**src/rtl/async_result_sync_rx.sv**
```systemverilog
// async_result_sync_rx: clocked receiver for a dual-rail 4-phase FP32 result channel.
// It detects completion and null on the rails and passes both through synchronisers.
// It captures the true rails into a small FIFO and drives the channel acknowledge.
// Optional feature: define ASYNC_RX_ERR_CHECK_EN to flag illegal (11) pairs on err_o.
module async_result_sync_rx #(
  parameter int EW          = 7,
  parameter int FW          = 23,
  parameter int SYNC_STAGES = 2,
  parameter int DEPTH       = 2
) (
  input  logic                  clk,
  input  logic                  arst_n,
  input  logic [2*FW-1:0]       dr_frac_i,
  input  logic [2*(EW+1)-1:0]   dr_exp_i,
  output logic                  ack_i,
  output logic                  res_valid_o,
  input  logic                  res_ready_i,
  output logic [1+EW+1+FW-1:0]  res_o,
  output logic                  err_o
);

  localparam int NP = EW + 1 + FW;
  localparam int RW = 1 + EW + 1 + FW;
  localparam int PW = (DEPTH > 1) ? $clog2(DEPTH) : 1;
  localparam int CW = $clog2(DEPTH + 1);

  localparam logic [2:0] S_INIT    = 3'd0;
  localparam logic [2:0] S_IDLE    = 3'd1;
  localparam logic [2:0] S_CAPTURE = 3'd2;
  localparam logic [2:0] S_ACK     = 3'd3;
  localparam logic [2:0] S_RELEASE = 3'd4;

  logic [2*NP-1:0]        dr_all;
  logic [NP-1:0]          tok_true;
  logic                   complete_raw;
  logic                   null_raw;

  logic [SYNC_STAGES-1:0] cmp_sync_q, cmp_sync_d;
  logic [SYNC_STAGES-1:0] nul_sync_q, nul_sync_d;
  logic                   cmp_s, nul_s;

  logic [2:0]             state_q, state_d;
  logic                   ack_q, ack_d;
  logic                   push, pop;

  logic [RW-1:0]          mem_q [DEPTH];
  logic [RW-1:0]          mem_d [DEPTH];
  logic [PW-1:0]          wr_ptr_q, wr_ptr_d;
  logic [PW-1:0]          rd_ptr_q, rd_ptr_d;
  logic [CW-1:0]          count_q, count_d;

  assign dr_all = {dr_exp_i, dr_frac_i};

  function automatic logic [PW-1:0] ptr_inc(input logic [PW-1:0] p);
    if (p == PW'(DEPTH - 1)) return '0;
    return p + 1'b1;
  endfunction

  // Rail decode: completion, null and the true-rail value of every pair
  always_comb begin
    complete_raw = 1'b1;
    null_raw     = 1'b1;
    tok_true     = '0;
    for (int unsigned i = 0; i < NP; i++) begin
      complete_raw = complete_raw & (|dr_all[2*i +: 2]);
      null_raw     = null_raw & ~(|dr_all[2*i +: 2]);
      tok_true[i]  = dr_all[2*i+1];
    end
  end

  // Synchroniser shift for the completion and null detectors
  always_comb begin
    cmp_sync_d = {cmp_sync_q[SYNC_STAGES-2:0], complete_raw};
    nul_sync_d = {nul_sync_q[SYNC_STAGES-2:0], null_raw};
  end

  assign cmp_s = cmp_sync_q[SYNC_STAGES-1];
  assign nul_s = nul_sync_q[SYNC_STAGES-1];

  // Handshake FSM; ack_d is computed from the current state so ack rises on
  // entry to ACK and falls on the edge that leaves RELEASE
  always_comb begin
    state_d = state_q;
    ack_d   = 1'b0;
    push    = 1'b0;
    case (state_q)
      S_INIT: begin
        if (nul_s) state_d = S_IDLE;
      end
      S_IDLE: begin
        if (cmp_s && (count_q < CW'(DEPTH))) state_d = S_CAPTURE;
      end
      S_CAPTURE: begin
        push    = 1'b1;
        ack_d   = 1'b1;
        state_d = S_ACK;
      end
      S_ACK: begin
        ack_d = 1'b1;
        if (nul_s) state_d = S_RELEASE;
      end
      S_RELEASE: begin
        state_d = S_IDLE;
      end
      default: state_d = S_INIT;
    endcase
  end

  assign res_valid_o = (count_q != '0);
  assign pop         = res_valid_o & res_ready_i;
  assign res_o       = mem_q[rd_ptr_q];
  assign ack_i       = ack_q;

  // FIFO next-state: write on capture, read on consumer accept
  always_comb begin
    mem_d    = mem_q;
    wr_ptr_d = wr_ptr_q;
    rd_ptr_d = rd_ptr_q;
    count_d  = count_q;
    if (push) begin
      mem_d[wr_ptr_q] = {1'b0, tok_true};
      wr_ptr_d        = ptr_inc(wr_ptr_q);
    end
    if (pop) rd_ptr_d = ptr_inc(rd_ptr_q);
    case ({push, pop})
      2'b10:   count_d = count_q + 1'b1;
      2'b01:   count_d = count_q - 1'b1;
      default: count_d = count_q;
    endcase
  end

  // State, synchroniser and FIFO registers
  always_ff @(posedge clk or negedge arst_n) begin
    if (!arst_n) begin
      cmp_sync_q <= '0;
      nul_sync_q <= '0;
      state_q    <= S_INIT;
      ack_q      <= 1'b0;
      mem_q      <= '{default: '0};
      wr_ptr_q   <= '0;
      rd_ptr_q   <= '0;
      count_q    <= '0;
    end else begin
      cmp_sync_q <= cmp_sync_d;
      nul_sync_q <= nul_sync_d;
      state_q    <= state_d;
      ack_q      <= ack_d;
      mem_q      <= mem_d;
      wr_ptr_q   <= wr_ptr_d;
      rd_ptr_q   <= rd_ptr_d;
      count_q    <= count_d;
    end
  end

`ifdef ASYNC_RX_ERR_CHECK_EN
  logic illegal;
  logic err_q, err_d;

  // Any pair carrying 11 is an illegal codeword
  always_comb begin
    illegal = 1'b0;
    for (int unsigned i = 0; i < NP; i++) begin
      illegal = illegal | (&dr_all[2*i +: 2]);
    end
  end

  // Sticky error, sampled only while capturing
  always_comb begin
    err_d = err_q | (push & illegal);
  end

  // Error flag register
  always_ff @(posedge clk or negedge arst_n) begin
    if (!arst_n) err_q <= 1'b0;
    else         err_q <= err_d;
  end

  assign err_o = err_q;
`else
  assign err_o = 1'b0;
`endif

endmodule

```
**config.mk**
```make
export PLATFORM = sky130hd
export DESIGN_NAME = async_result_sync_rx
export DESIGN_NICKNAME = d
export VERILOG_FILES = /design/src/rtl/async_result_sync_rx.sv
export SDC_FILE = /design/constraint.sdc
export NUM_CORES = 1
export LEC_CHECK = 0
export ABC_AREA = 1
export CAP_MARGIN = 20
export CORE_ASPECT_RATIO = 0.75
export CORE_MARGIN = 5
export CORE_UTILIZATION = 40
export CTS_CLUSTER_DIAMETER = 80
export DETAILED_ROUTE_END_ITERATION = 6
export DONT_BUFFER_PORTS = 1
export PLACE_DENSITY = 0.62
export SLEW_MARGIN = 20
export SYNTH_ARGS = -nofsm -noshare
export SYNTH_HDL_FRONTEND = slang
export SYNTH_SLANG_ARGS = --single-unit
```
**constraint.sdc**
```tcl
create_clock -name clk -period 4.33 [get_ports clk]
set_input_delay 0.866 -clock clk [delete_from_list [all_inputs] [get_ports clk]]
set_output_delay 0.866 -clock clk [all_outputs]
set_load 0.005 [all_outputs]
```
-- Word-level counts from Yosys, hierarchy flattened
Cells that the tools add are included.
W data, S select, Z words.
- register bits: 76
- input bits: 65
- output and inout bits: 35
- logic and storage cells: 179
- $add $sub $neg: 4
- magnitude comparators: 4
- equal/unequal tests: 9
- multiplexer cells: 21
- bitwise operators: 94
- reductions and logical operators: 38
- operators by type and width (kind ; count):
    $mux W32 ; 4
    $bwmux W64 ; 1
    $reduce_or A2 Y1 ; 32
    $and A1 B1 Y1 ; 61
    $demux W32 S1 ; 1
    $not A1 Y1 ; 31
    $pmux W3 S5 ; 1
    $mux W1 ; 10
    $mux W3 ; 3
    $eq A3 B2 Y1 const B ; 2
    $ne A2 B2 Y1 const B ; 3
    $ge A2 B2 Y1 const B ; 2
    $not A1 Y2 ; 2
    $pmux W2 S2 ; 1
    $reduce_bool A2 Y1 ; 2
    $eq A3 B1 Y1 const B ; 1
    $eq A3 B3 Y1 const B ; 1
    $logic_not A3 Y1 ; 1
    $reduce_and A3 Y1 ; 1
    $add A1 B1 Y1 const B ; 2
    $add A2 B1 Y2 const B ; 1
    $eq A2 B1 Y1 const B ; 1
    $eq A2 B2 Y1 const B ; 1
    $logic_and A1 B1 Y1 ; 2
    3 further kinds ; 3

-- Depth between registers and ports, before layout
- word-level depth: 32
- gate-level depth with buffers: 7
- depth with buffers taken out: 7

-- Worst setup path before layout
Ideal clock, no wire load.
- kind: in2reg
- start point: in res_ready_i
- end point: reg count_q[1]
- data arrival time: 1.627 ns
- path slack: 2.573 ns
- cell stages on the path: 6
- cell sequence: nand2_1 -> inv_1 -> ha_1 -> a21oi_1 -> o21ai_0 -> xor2_1
- longest elaborated chain between the ends: 3
- elaborated cells between the ends (all ways): 5
- classes of those cells: 2 x eq/ne; 1 x mux; 1 x bitwise; 1 x reduce/logical
- RTL lines (what ; RTL line ; source):
    start, declared ; 17 ; input logic res_ready_i,
    $and A1 B1 Y1 (*) ; 110 ; assign pop = res_valid_o & res_ready_i;
    named net pop ; 44 ; logic push, pop;
    $eq A2 B1 Y1 or $eq A2 B2 Y1 (tied branches) ; 125 ; case ({push, pop})
    $pmux W2 S2 or $reduce_bool A2 Y1 (tied branches) ; n/a ;
    end signal, assigned ; 151 ; count_q <= count_d;
    end, declared ; 50 ; logic [CW-1:0] count_q, count_d;
Mark *: on every way through the listed nets, which the timed path passes. The rest lies on a longest branch.
A chain may end at the register's enable or synchronous reset.

-- Worst setup path after layout
- start point: reg rd_ptr_q
- end point: out res_o[23]
- longest elaborated chain between the ends: 4
- RTL lines (what ; RTL line ; source):
    start, declared ; 49 ; logic [PW-1:0] rd_ptr_q, rd_ptr_d;
    start signal, assigned ; 150 ; rd_ptr_q <= rd_ptr_d;
    $not A1 Y2 (implied by the code) ; 111 ; assign res_o = mem_q[rd_ptr_q];
    $mux W32 (implied by the code) (3 in a row) ; 111 ;
    end, declared ; 18 ; output logic [1+EW+1+FW-1:0] res_o,
Every way passes these cells. The select of a mux whose other input is x is not followed.

==> reports/metrics.csv <==
metric,value,unit
fin_nets,555,
path_max_fanout,63,
place_ws,2008,ps
yosys-top-cells-area,"dfrtp_1 (50%), nand2_1 (15%), o21ai_0 (11%), nor2_1 (7.1%), inv_1 (6.8%)",
dieArea,11350,um^2
max_stage_delay,1010,ps
p_leak,0.001867,uW
max_freq,0.3743,GHz
start_util,41.12,%
r2r_slack,2190,ps
grt_pass1_vias,3012,
p_sw,526.2,uW
wire_per_inst,15.14,um
max_slew.worst_pin.slew,1071,ps
timing.final.ws_setup,1659,ps
postCtsHoldBufs,0,
placementRows,30,
met2_usage,25.75,%
required,3460,ps
die_h,93.52,um
swShare,29.86,%
fin_area,4096,um^2
grt_usage,17.92,%
crit_family,flip-flops,
syn_area_per_cell,7.470,um^2
diodes,0,
post_cts_resized,0,
met3_usage,7.799,%
wirelength,9419,um
yosysWarnings,0,
io_pins,100,
grt.busiest_layer,met2,
grt_pass1_wl,15430,um
yosysUniqueCellTypes,25,
antenna_found_initial,0,
yosys.area.top_type_share,49.78,%
firstDrtPassIters,4,
ys_ff_latch,74,
maxCapViolCount,0,
numCtsBuffers,9,
finClkSkew,5.048,ps
synthToLayoutAreaGrowth,10.12,%
core_area,9046,um^2
worstPathCellList,o21ai_0,
slew_viol_final,0,
tritoncts,done,
fin_setup_tns,0,ps
drtIter0Drc,143,
cts_sinks,74,
ys_seq_area_share,49.78,%
drive_above_1_share,4.656,%
cts_max_path_buffers,2,
grt_max_degree,75,
die_x,121.4,um
path_class,flip-flop to output port,
post-route-min-period,2671,ps
hold_viol,0,
slowest_stage,dfrtp_2,
relSlewSlack,28.42,%
worstSetupEndpointType,output port,
timing.critical_path.buf_inv,0,
post_cts_buffers,0,
synth.largest_area_cell,dfrtp_1,
power_frac_clock,41.2,%
power_frac_comb,13.5,%
finalCritPeriodShare,61.70,%
setup-violations-final,0,
clk_latency,330,ps
met1_usage,24.09,%
htreeDepth,3,
ir_drop,0.2073,mV
syn-cell-area,3720,um^2
status,finished clean,
place_hpwl,6682,um
cts-root-buf,clkbuf_16,
drt.antenna.violating_nets,0,
min_path_type,input pin to async pin,
startpoint_type,flip-flop,
powerDensity,430.1,nW/um^2
syn_inst,498,
p_int,1236,uW
rsz0062_at_grt,no,
port_buffers,0,
r2r_start,state_q[2]$_DFFE_PN0P_,
gp_congestion,0.7779,
ff2ff_path_depth,5,
r2r_end,mem_q[5]$_DFFE_PN0P_,
drc,0,
vias,2964,
clkTransAtPathRegs,60,ps
dpl_cell_area,3810,um^2
seq_power_share,45.3,%
crit_arrival,1810,ps
viasPerCell,4.765,
overflow,0,
==> cell families (layout without fill, tap and decap cells) <==
group	Yosys count	after routing	share of synthesized area [%]
AOI/OAI and AO/OA	101	101	14.43
xor gates and xnor gates	4	4	0.9420
adders and majority gates	1	1	0.3363
buffers and inverters	91	86	10.36
DFF	74	74	49.78
other	1	2	0.1008
and+or+nand+nor	226	226	24.05
==> cell usage in the layout, fill, tap and decap left out, types with 2 or more instances in the layout <==
cell type | synthesis | routed
a21oi_1 | 3 | 3
and2_1 | 2 | 2
buf_16 | 0 | 2
clkbuf_16 | 0 | 9
clkinv_2 | 0 | 4
conb_1 | 1 | 2
dfrtp_1 | 74 | 73
inv_1 | 67 | 67
nand2_1 | 144 | 144
nand3_1 | 3 | 3
nand4_1 | 2 | 2
nor2_1 | 70 | 70
nor2_4 | 2 | 2
o21a_1 | 12 | 12
o21ai_0 | 84 | 84
xnor2_1 | 2 | 2
xor2_1 | 2 | 2
==> state kept, by name (all words and copies together), names as in the netlist <==
| name | flops |
|---|---|
| ack_i | 1 |
| cmp_sync_q | 2 |
| count_q | 2 |
| mem_q | 62 |
| nul_sync_q | 2 |
| rd_ptr_q | 1 |
| state_q | 3 |
| wr_ptr_q | 1 |
==> power groups by stage <==
stage                     combinational (uW)  clock, uW  sequential (uW)
after floorplan                          253          0              727
after global placement                   242          0              814
after detailed placement                 244          0              814
after CTS                                245        751              801
after global routing                     274        782              813
final                                    238        725              799
==> layer usage <==
metal | wire length [um] | part of all wire [%]
met5 | 0 | 0
met4 | 90 | 0.96
met3 | 911 | 9.7
met2 | 4075 | 43
met1 | 4342 | 46
==> Yosys cell counts <==
cell type	count
buf_2	5
nor2_4	2
inv_1	67
nand4_1	2
clkbuf_1	9
nor2_1	70
and2_1	2
nor3_1	1
a21oi_1	3
buf_6	1
buf_4	8
xnor2_1	2
nand2_1	144
dfrtp_1	74
nand3_1	3
or2_2	1
xor2_1	2
inv_2	1
o21a_1	12
o21ai_0	84
o22ai_1	1
nand3_4	1
conb_1	1
ha_1	1
o21ai_1	1
==> per-stage QoR <==
stage	power [uW]	hold WS (ps)	instances	utilization, %
2_1_floorplan	979.3	331.2	499	-
3_3_place_gp	1056	336.2	604	41.51
3_5_place_dp	1058	337.2	606	42.12
4_1_cts	1797	206.7	622	45.28
5_1_grt	1868	200.9	622	45.28
6_report	1762	226.5	622	45.28
==> final cells by class <==
| cell class | count | area (um^2) |
|---|---|---|
| sequential | 74 | 1853 |
| fill | 928 | 4950 |
| multi-input combinational | 334 | 1486 |
| clock buffer | 10 | 229.0 |
| inverter | 68 | 255.2 |
| clock inverter | 6 | 57.56 |
| tap | 128 | 160.2 |
| timing repair buffer | 2 | 55.05 |
==> worst max-delay path by stage <==
stage	from	end	slack, ps	cells past startpoint
final	rd_ptr_q$_DFFE_PN0P_	res_o[23]	1660	1
after global routing	rd_ptr_q$_DFFE_PN0P_	res_o[0]	1490	1
after CTS	rd_ptr_q$_DFFE_PN0P_	res_o[23]	1640	1
after detailed placement	rd_ptr_q$_DFFE_PN0P_	res_o[23]	2010	1
after global placement	rd_ptr_q$_DFFE_PN0P_	res_o[23]	2010	1
after floorplan	res_ready_i	count_q[1]$_DFFE_PN0P_	2570	6
No activity file was read; power rests on OpenSTA's default activity.
